$ cat src/rtl/muldiv_sched_if.sv
// Execute-side request/response and HI/LO unit command signals for muldiv_sched.
// master = execute stage plus the HI/LO unit, slave = the scheduler.
interface muldiv_sched_if;
  // Handshake: a request is taken in exactly the cycles where req_valid && req_ready.
  // req_ready is combinational. flush kills the current request, and execute holds the
  // request stable while stall is high. res_valid is a one-cycle pulse with res_data.
  logic        req_valid;
  logic [2:0]  req_op;
  logic [31:0] req_a;
  logic [31:0] req_b;
  logic        flush;
  logic        req_ready;
  logic        stall;
  logic        res_valid;
  logic [31:0] res_data;
  logic        rf_mult;
  logic        rf_multu;
  logic        rf_div;
  logic        rf_divu;
  logic        rf_mthi;
  logic        rf_mtlo;
  logic [31:0] exe_a;
  logic [31:0] exe_b;
  logic        muldiv_busy;
  logic [31:0] multi_hi;
  logic [31:0] multi_lo;

  modport master (
    output req_valid, req_op, req_a, req_b, flush, muldiv_busy, multi_hi, multi_lo,
    input  req_ready, stall, res_valid, res_data,
    input  rf_mult, rf_multu, rf_div, rf_divu, rf_mthi, rf_mtlo, exe_a, exe_b
  );

  modport slave (
    input  req_valid, req_op, req_a, req_b, flush, muldiv_busy, multi_hi, multi_lo,
    output req_ready, stall, res_valid, res_data,
    output rf_mult, rf_multu, rf_div, rf_divu, rf_mthi, rf_mtlo, exe_a, exe_b
  );
endinterface

$ cat src/rtl/muldiv_sched.sv
// Issue controller for the HI/LO multiply/divide unit with R3000A-accurate latency
// emulation so MFHI/MFLO interlock exactly as on real hardware.
module muldiv_sched #(
  parameter int MULT_FAST  = 6,
  parameter int MULT_MED   = 9,
  parameter int MULT_SLOW  = 13,
  parameter int DIV_CYCLES = 36,
  parameter int CNT_W      = 6
) (
  input logic           clk,
  input logic           rst_n,
  muldiv_sched_if.slave bus
);

  localparam logic [2:0] OP_MFHI = 3'd6;

  logic [5:0]       cmd;       // one-hot strobe, bit index = req_op
  logic [5:0]       cmd_next;
  logic [31:0]      exe_a_q;
  logic [31:0]      exe_b_q;
  logic [31:0]      res_data_q;
  logic             res_valid_q;
  logic [CNT_W-1:0] lat_cnt;
  logic [CNT_W-1:0] load_lat;
  logic             is_muldiv;
  logic             strobe_pend;
  logic             done;
  logic             accept;
  logic             fits_fast;
  logic             fits_med;

  always_comb begin
    is_muldiv   = !bus.req_op[2];
    strobe_pend = |cmd;
    done        = (lat_cnt == '0) && !bus.muldiv_busy && !strobe_pend;
    accept      = 1'b0;
    if (bus.req_valid && !bus.flush) begin
      // mul/div may restart while emulated timing is still running; HI/LO moves may not
      accept = is_muldiv ? (!bus.muldiv_busy && !strobe_pend) : done;
    end
    cmd_next = '0;
    if (accept && !(bus.req_op[2] && bus.req_op[1])) begin
      cmd_next = 6'b000001 << bus.req_op;
    end
  end

  // Early-out multiply timing depends on how many significant bits rs carries.
  always_comb begin
    if (bus.req_op[0]) begin
      fits_fast = ~|bus.req_a[31:11];
      fits_med  = ~|bus.req_a[31:20];
    end else begin
      fits_fast = (&bus.req_a[31:11]) | ~(|bus.req_a[31:11]);
      fits_med  = (&bus.req_a[31:20]) | ~(|bus.req_a[31:20]);
    end
    if (bus.req_op[1]) begin
      load_lat = CNT_W'(DIV_CYCLES);
    end else if (fits_fast) begin
      load_lat = CNT_W'(MULT_FAST);
    end else if (fits_med) begin
      load_lat = CNT_W'(MULT_MED);
    end else begin
      load_lat = CNT_W'(MULT_SLOW);
    end
  end

  always_ff @(posedge clk) begin
    if (!rst_n) begin
      cmd         <= '0;
      exe_a_q     <= '0;
      exe_b_q     <= '0;
      res_data_q  <= '0;
      res_valid_q <= 1'b0;
      lat_cnt     <= '0;
    end else begin
      cmd         <= cmd_next;
      res_valid_q <= 1'b0;
      if (lat_cnt != '0) begin
        lat_cnt <= lat_cnt - CNT_W'(1);
      end
      if (accept) begin
        exe_a_q <= bus.req_a;
        exe_b_q <= bus.req_b;
        if (is_muldiv) begin
          lat_cnt <= load_lat;
        end
        if (bus.req_op[2] && bus.req_op[1]) begin
          res_data_q  <= (bus.req_op == OP_MFHI) ? bus.multi_hi : bus.multi_lo;
          res_valid_q <= 1'b1;
        end
      end
    end
  end

  assign bus.req_ready = accept;
  assign bus.stall     = bus.req_valid && !accept && !bus.flush;
  assign bus.res_valid = res_valid_q;
  assign bus.res_data  = res_data_q;
  assign bus.rf_mult   = cmd[0];
  assign bus.rf_multu  = cmd[1];
  assign bus.rf_div    = cmd[2];
  assign bus.rf_divu   = cmd[3];
  assign bus.rf_mthi   = cmd[4];
  assign bus.rf_mtlo   = cmd[5];
  assign bus.exe_a     = exe_a_q;
  assign bus.exe_b     = exe_b_q;

endmodule

$ cat src/flat_wrapper.sv
// flat-port wrapper written by rule: the top's interface ports become plain ports
module muldiv_sched_flat 
#(
  parameter int MULT_FAST  = 6,
  parameter int MULT_MED   = 9,
  parameter int MULT_SLOW  = 13,
  parameter int DIV_CYCLES = 36,
  parameter int CNT_W      = 6
)
  (clk, rst_n, bus_req_valid, bus_req_op, bus_req_a, bus_req_b, bus_flush, bus_muldiv_busy, bus_multi_hi, bus_multi_lo, bus_req_ready, bus_stall, bus_res_valid, bus_res_data, bus_rf_mult, bus_rf_multu, bus_rf_div, bus_rf_divu, bus_rf_mthi, bus_rf_mtlo, bus_exe_a, bus_exe_b);
  muldiv_sched_if bus_i ();
  input logic clk;
  input logic rst_n;
  input wire logic [$bits(bus_i.req_valid)-1:0] bus_req_valid;
  input wire logic [$bits(bus_i.req_op)-1:0] bus_req_op;
  input wire logic [$bits(bus_i.req_a)-1:0] bus_req_a;
  input wire logic [$bits(bus_i.req_b)-1:0] bus_req_b;
  input wire logic [$bits(bus_i.flush)-1:0] bus_flush;
  input wire logic [$bits(bus_i.muldiv_busy)-1:0] bus_muldiv_busy;
  input wire logic [$bits(bus_i.multi_hi)-1:0] bus_multi_hi;
  input wire logic [$bits(bus_i.multi_lo)-1:0] bus_multi_lo;
  output wire logic [$bits(bus_i.req_ready)-1:0] bus_req_ready;
  output wire logic [$bits(bus_i.stall)-1:0] bus_stall;
  output wire logic [$bits(bus_i.res_valid)-1:0] bus_res_valid;
  output wire logic [$bits(bus_i.res_data)-1:0] bus_res_data;
  output wire logic [$bits(bus_i.rf_mult)-1:0] bus_rf_mult;
  output wire logic [$bits(bus_i.rf_multu)-1:0] bus_rf_multu;
  output wire logic [$bits(bus_i.rf_div)-1:0] bus_rf_div;
  output wire logic [$bits(bus_i.rf_divu)-1:0] bus_rf_divu;
  output wire logic [$bits(bus_i.rf_mthi)-1:0] bus_rf_mthi;
  output wire logic [$bits(bus_i.rf_mtlo)-1:0] bus_rf_mtlo;
  output wire logic [$bits(bus_i.exe_a)-1:0] bus_exe_a;
  output wire logic [$bits(bus_i.exe_b)-1:0] bus_exe_b;
  assign bus_i.req_valid = bus_req_valid;
  assign bus_i.req_op = bus_req_op;
  assign bus_i.req_a = bus_req_a;
  assign bus_i.req_b = bus_req_b;
  assign bus_i.flush = bus_flush;
  assign bus_i.muldiv_busy = bus_muldiv_busy;
  assign bus_i.multi_hi = bus_multi_hi;
  assign bus_i.multi_lo = bus_multi_lo;
  assign bus_req_ready = bus_i.req_ready;
  assign bus_stall = bus_i.stall;
  assign bus_res_valid = bus_i.res_valid;
  assign bus_res_data = bus_i.res_data;
  assign bus_rf_mult = bus_i.rf_mult;
  assign bus_rf_multu = bus_i.rf_multu;
  assign bus_rf_div = bus_i.rf_div;
  assign bus_rf_divu = bus_i.rf_divu;
  assign bus_rf_mthi = bus_i.rf_mthi;
  assign bus_rf_mtlo = bus_i.rf_mtlo;
  assign bus_exe_a = bus_i.exe_a;
  assign bus_exe_b = bus_i.exe_b;
  muldiv_sched #(.MULT_FAST(MULT_FAST), .MULT_MED(MULT_MED), .MULT_SLOW(MULT_SLOW), .DIV_CYCLES(DIV_CYCLES), .CNT_W(CNT_W)) u_core (.clk(clk), .rst_n(rst_n), .bus(bus_i));
endmodule
$ cat config.mk
export PLATFORM = sky130hd
export DESIGN_NAME = muldiv_sched_flat
export DESIGN_NICKNAME = d
export VERILOG_FILES = /design/src/rtl/muldiv_sched_if.sv /design/src/rtl/muldiv_sched.sv /design/src/flat_wrapper.sv
export SDC_FILE = /design/constraint.sdc
export NUM_CORES = 1
export LEC_CHECK = 0
export ABC_AREA = 1
export CAP_MARGIN = 20
export CORE_MARGIN = 3
export CORE_UTILIZATION = 36
export DETAILED_ROUTE_END_ITERATION = 6
export PLACE_DENSITY = 0.78
export SYNTH_ARGS = -nofsm -noshare
export SYNTH_HDL_FRONTEND = slang
export SYNTH_SLANG_ARGS = --single-unit
$ cat constraint.sdc
create_clock -name clk -period 1.6 [get_ports clk]
set_input_delay 0.32 -clock clk [delete_from_list [all_inputs] [get_ports clk]]
set_output_delay 0.32 -clock clk [all_outputs]
set_load 0.02 [all_outputs]
After elaboration in Yosys (flattened, before gate mapping)
Index checks and enable logic that the tools add are counted.
{"block": "word_totals", "input_bits": 136, "wordCells": 50, "ff_bits": 109}
{"block": "classes", "n_addsub": 1, "shift": 1, "n_eq_ne": 1, "n_mux": 12, "n_bitwise": 4, "n_reduce_logical": 25}
{"cell": "32-bit two-way mux", "n": 1}
{"cell": "6-bit two-way mux", "n": 5}
{"cell": "21-bit AND reduction", "n": 1}
{"cell": "21-bit OR reduction", "n": 1}
{"cell": "12-bit AND reduction", "n": 1}
{"cell": "12-bit OR reduction", "n": 1}
{"cell": "1-bit logical AND", "n": 8}
{"cell": "1-bit logical NOT", "n": 7}
{"cell": "6-bit logical NOT", "n": 1}
{"cell": "2-bit AND reduction", "n": 3}
{"cell": "6-bit nonzero test", "n": 1}
{"cell": "6-bit OR reduction", "n": 1}
{"cell": "1-bit by 3-bit left shift with 6-bit output, first input constant", "n": 1}
{"cell": "6-bit by 1-bit subtractor with 6-bit output, second input constant", "n": 1}
{"cell": "1-bit two-way mux", "n": 5}
{"cell": "3-bit equality test, second input constant", "n": 1}
{"cell": "3-bit two-way mux", "n": 1}
{"cell": "1-bit inverter", "n": 2}
{"cell": "1-bit bitwise OR", "n": 2}

Logic depth before layout (Yosys ltp)
{"block": "logic_depth", "depth_word": 9, "mapped_depth": 11, "mapped_depth_nobuf": 11}

Worst setup path before layout
OpenSTA, ideal clock, no wires.
{"block": "synth_path", "path_type": "register to output", "startpoint": "reg u_core.lat_cnt[0]", "endpoint": "out bus_req_ready", "setup_slack_ps": 46, "arrival_time_ps": 1234, "stages_incl_launch_ff": 8, "t_required_ps": 1280, "path_buffers": 1, "cell_sequence": "dfxtp_1 > inv_1 > ha_1 > nand3_4 > nand2_4 > nand2_2 > nor2_4 > buf_2"}
{"block": "synth_between", "elab_chain_cells": 5}
{"element": "from (decl)", "line_no": "muldiv_sched.sv:23", "text": "logic [CNT_W-1:0] lat_cnt;"}
{"element": "from (signal assigned)", "line_no": "muldiv_sched.sv:79", "text": "lat_cnt <= lat_cnt - CNT_W'(1);"}
{"element": "from (signal assigned)", "line_no": "muldiv_sched.sv:85", "text": "lat_cnt <= load_lat;"}
{"element": "6-bit logical NOT", "line_no": "muldiv_sched.sv:35", "text": "done = (lat_cnt == '0) && !bus.muldiv_busy && !strobe_pend;"}
{"element": "1-bit logical AND (2 in a row)", "line_no": "muldiv_sched.sv:35"}
{"element": "1-bit two-way mux", "line_no": "muldiv_sched.sv:39", "text": "accept = is_muldiv ? (!bus.muldiv_busy && !strobe_pend) : done;"}
{"element": "1-bit two-way mux", "line_no": "muldiv_sched.sv:37", "text": "if (bus.req_valid && !bus.flush) begin"}
{"element": "to (decl)", "line_no": "flat_wrapper.sv:22", "text": "output wire logic [$bits(bus_i.req_ready)-1:0] bus_req_ready;"}
Every way passes these cells.

Worst setup path in the final report
Ends and elaborated chain as after synthesis.

==> results_dict.tcl <==
set metrics [dict create \
    status "finished, violations left" \
    violations "setup timing" \
    routabilityCongestion 0.835 \
    critPathArrivalTime_ns 1.55 \
    synth-edff-count 0 \
    ys_seq_area_frac 0.471 \
    finClkSkew_ns 0.00914 \
    synth.area.top_cells "dfxtp_1, nand2_1, nor2_1" \
    worst_slack_ns -0.266 \
    pin_count 241 \
    cts_hold_repair.buffers 0 \
    reg2reg_slack_ns -0.21 \
    synth_area_um2 4630 \
    maxSlewViolCount 0 \
    startpoint "u_core.lat_cnt[0]" \
    grt_start_max_net_pins 38 \
    synth_top_area_cell "dfxtp_1" \
    cts_sinks 109 \
    synth_seq_cells 109 \
    cp-end-kind "primary output" \
    synth_cells 587 \
    final.min_clock_period_ns 1.87 \
    max_freq_ghz 0.536 \
    antenna_found_initial 0 \
    drv_cap 0 \
    syn_area_per_cell_um2 7.89 \
    critPathKind "flop to primary output" \
    synthDistinctLibCells 31 \
    nets 1026 \
    htreeDepth 3 \
    die_height_um 119 \
    n_antenna_cell 0 \
    hpwlAfterDp_um 10500 \
    yosys_warnings 0 \
    hold_ws_ns 0.461 \
    async_flop_share 0 \
    fp.coreArea_um2 12300 \
    tightest_slew_ns 0.463 \
    cp_data_required_time_ns 1.28 \
    routedWlPerCell_um 16.3 \
    cts_tree "done" \
    synth_top_area_share 0.471 \
    vias 5195 \
    drive_above_1_share 0.334 \
    crit_path_max_fanout 2 \
    first_iter_violations 195 \
    setup_viol 100 \
    p_total_mw 8.08 \
    rsz0062_at_grt "true" \
    slew_headroom 0.692 \
    clk_pin_slew_ns 0.07 \
    drc 0 \
    clock_latency_ns 0.34 \
    grt_pass1_vias 5300 \
    dieArea_um2 14300 \
    syn2layout_area_growth_pct 96.3 \
    ant_nets 0 \
    cts-root-buf "clkbuf_16" \
    grt_util_all_layers 0.234 \
    dpl_cell_area_um2 7500 \
    grt-ovfl-total 0 \
    start_util 0.376 \
    wl_um 17300 \
    finalCritPeriodShare 1.17 \
    synth_commonest_cells "nand2_1, dfxtp_1, nor2_1" \
    p_leak_nw 3.95 \
    grt_first_pass_wirelength_um 26800 \
    synth.most_common_cell "nand2_1" \
    synth_top_flop_cell "dfxtp_1" \
    hold_class "flop to flop" \
    cts_buffers 9 \
    first_pass_iters 4 \
    endpoint "bus_req_ready" \
    die_x_um 119 \
    powerDensity_nw_per_um2 888 \
    viasPerCell 4.90 \
    regToRegStartpoint "u_core.lat_cnt[0]" \
    syn_nets 724 \
    reg2reg_depth 13 \
    cts_buffer_depth 2 \
    final_area_um2 9100 \
    rr_endpoint "u_core.bus.exe_a[2]" \
    finalHoldViolations 0 \
    ir_drop_mv 0.598 \
    port_buffers 240 \
    fin_util 0.739 \
    crit_path_start_kind "flop" \
    rows 40 \
]
==> through the flow <==
| step | std cells | setup WS, ns | TNS [ns] |
|---|---|---|---|
| finish | 1061 | -0.266 | -12.88 |
| global route | 1061 | -0.347 | -22.55 |
| CTS | 1055 | -0.265 | -18.19 |
| detailed placement | 1010 | -0.457 | -31.55 |
| global placement | 1010 | -0.439 | -27.67 |
| floorplan | 587 | 0.0464 | 0 |
==> worst min-delay path by stage <==
stage / startpoint / endpoint / slack [ns] / cells after the start
2_1_floorplan: bus_req_op[0] / u_core.cmd[2] / 0.39 / 1
3_3_place_gp: u_core.bus.exe_b[26] / u_core.bus.exe_b[26] / 0.45 / 2
3_5_place_dp: u_core.bus.exe_a[14] / u_core.bus.exe_a[14] / 0.45 / 2
4_1_cts: u_core.bus.exe_b[1] / u_core.bus.exe_b[1] / 0.46 / 2
5_1_grt: u_core.bus.exe_b[0] / u_core.bus.exe_b[0] / 0.48 / 2
6_report: u_core.bus.exe_a[11] / u_core.bus.exe_a[11] / 0.46 / 2
==> flip-flops by register name, summed over array words and instances, names as in the netlist <==
register	cells
u_core.lat_cnt	6
u_core.bus.exe_a	32
u_core.bus.exe_b	32
u_core.cmd	6
u_core.bus.res_valid	1
u_core.bus.res_data	32
==> kinds of logic after synthesis <==
logic type | count (synthesis) | share of synthesized area
adders and majority gates | 1 | 0.00270
muxes | 32 | 0.0778
and+or+nand+nor | 284 | 0.261
buffers and inverters | 53 | 0.0605
DFF | 109 | 0.471
AOI/OAI and AO/OA | 108 | 0.127
==> cells in the final DEF, fill, tap and decap left out, types with 13 or more instances in the layout <==
| master | synthesis | layout |
|---|---|---|
| buf_4 | 3 | 35 |
| a21oi_2 | 10 | 31 |
| dlygate4sd2_1 | 0 | 102 |
| nand2_2 | 12 | 49 |
| a21oi_1 | 58 | 37 |
| nand2_1 | 146 | 90 |
| clkdlybuf4s50_1 | 0 | 135 |
| dfxtp_1 | 109 | 107 |
| o21ai_0 | 36 | 22 |
| nor2_1 | 97 | 62 |
| mux2_2 | 31 | 31 |
| nor2_4 | 4 | 30 |
| inv_1 | 17 | 13 |
| nand2_4 | 2 | 21 |
| buf_12 | 0 | 18 |
==> area by class of cell <==
type                            instances  area, um^2
Sequential cell                       109        2180
Clock buffer                           12         267
Multi-Input combinational cell        425        2760
Fill cell                             904        3220
Inverter                               19        83.8
Clock inverter                          3        67.6
Tap cell                              168         210
Timing Repair Buffer                  325        3530
==> worst max-delay path, cell delays in order, from the launching register on <==
cell	delay [ns]
dfxtp_2	0.33
inv_2	0.08
ha_4	0.15
nand3_4	0.09
nand2_4	0.08
buf_6	0.10
nand2_4	0.04
nor2_4	0.09
buf_6	0.12
buf_12	0.11
==> per-layer routing <==
metal  GRT usage  vias up  routed length, um
met5           0        -                  0
met4      0.0830        0                442
met3      0.0698       32               1410
met2       0.416      226               8780
met1       0.264     2416               6690
li1            -     2521                  -
==> what timing repair did <==
item,CTS,global route
setup buffers,18,5
cloned,13,3
setup endpoints to repair,203,110
resized for setup,302,50
pin swaps,53,19
==> report_power, final <==
group	internal [mW]	switching [mW]	leakage, nW
Sequential	2.89	0.123	0.883
Clock	1.49	0.984	0.161
Combinational	1.40	1.19	2.91
Total	5.78	2.30	3.95
No activity file was read; power rests on OpenSTA's default activity.
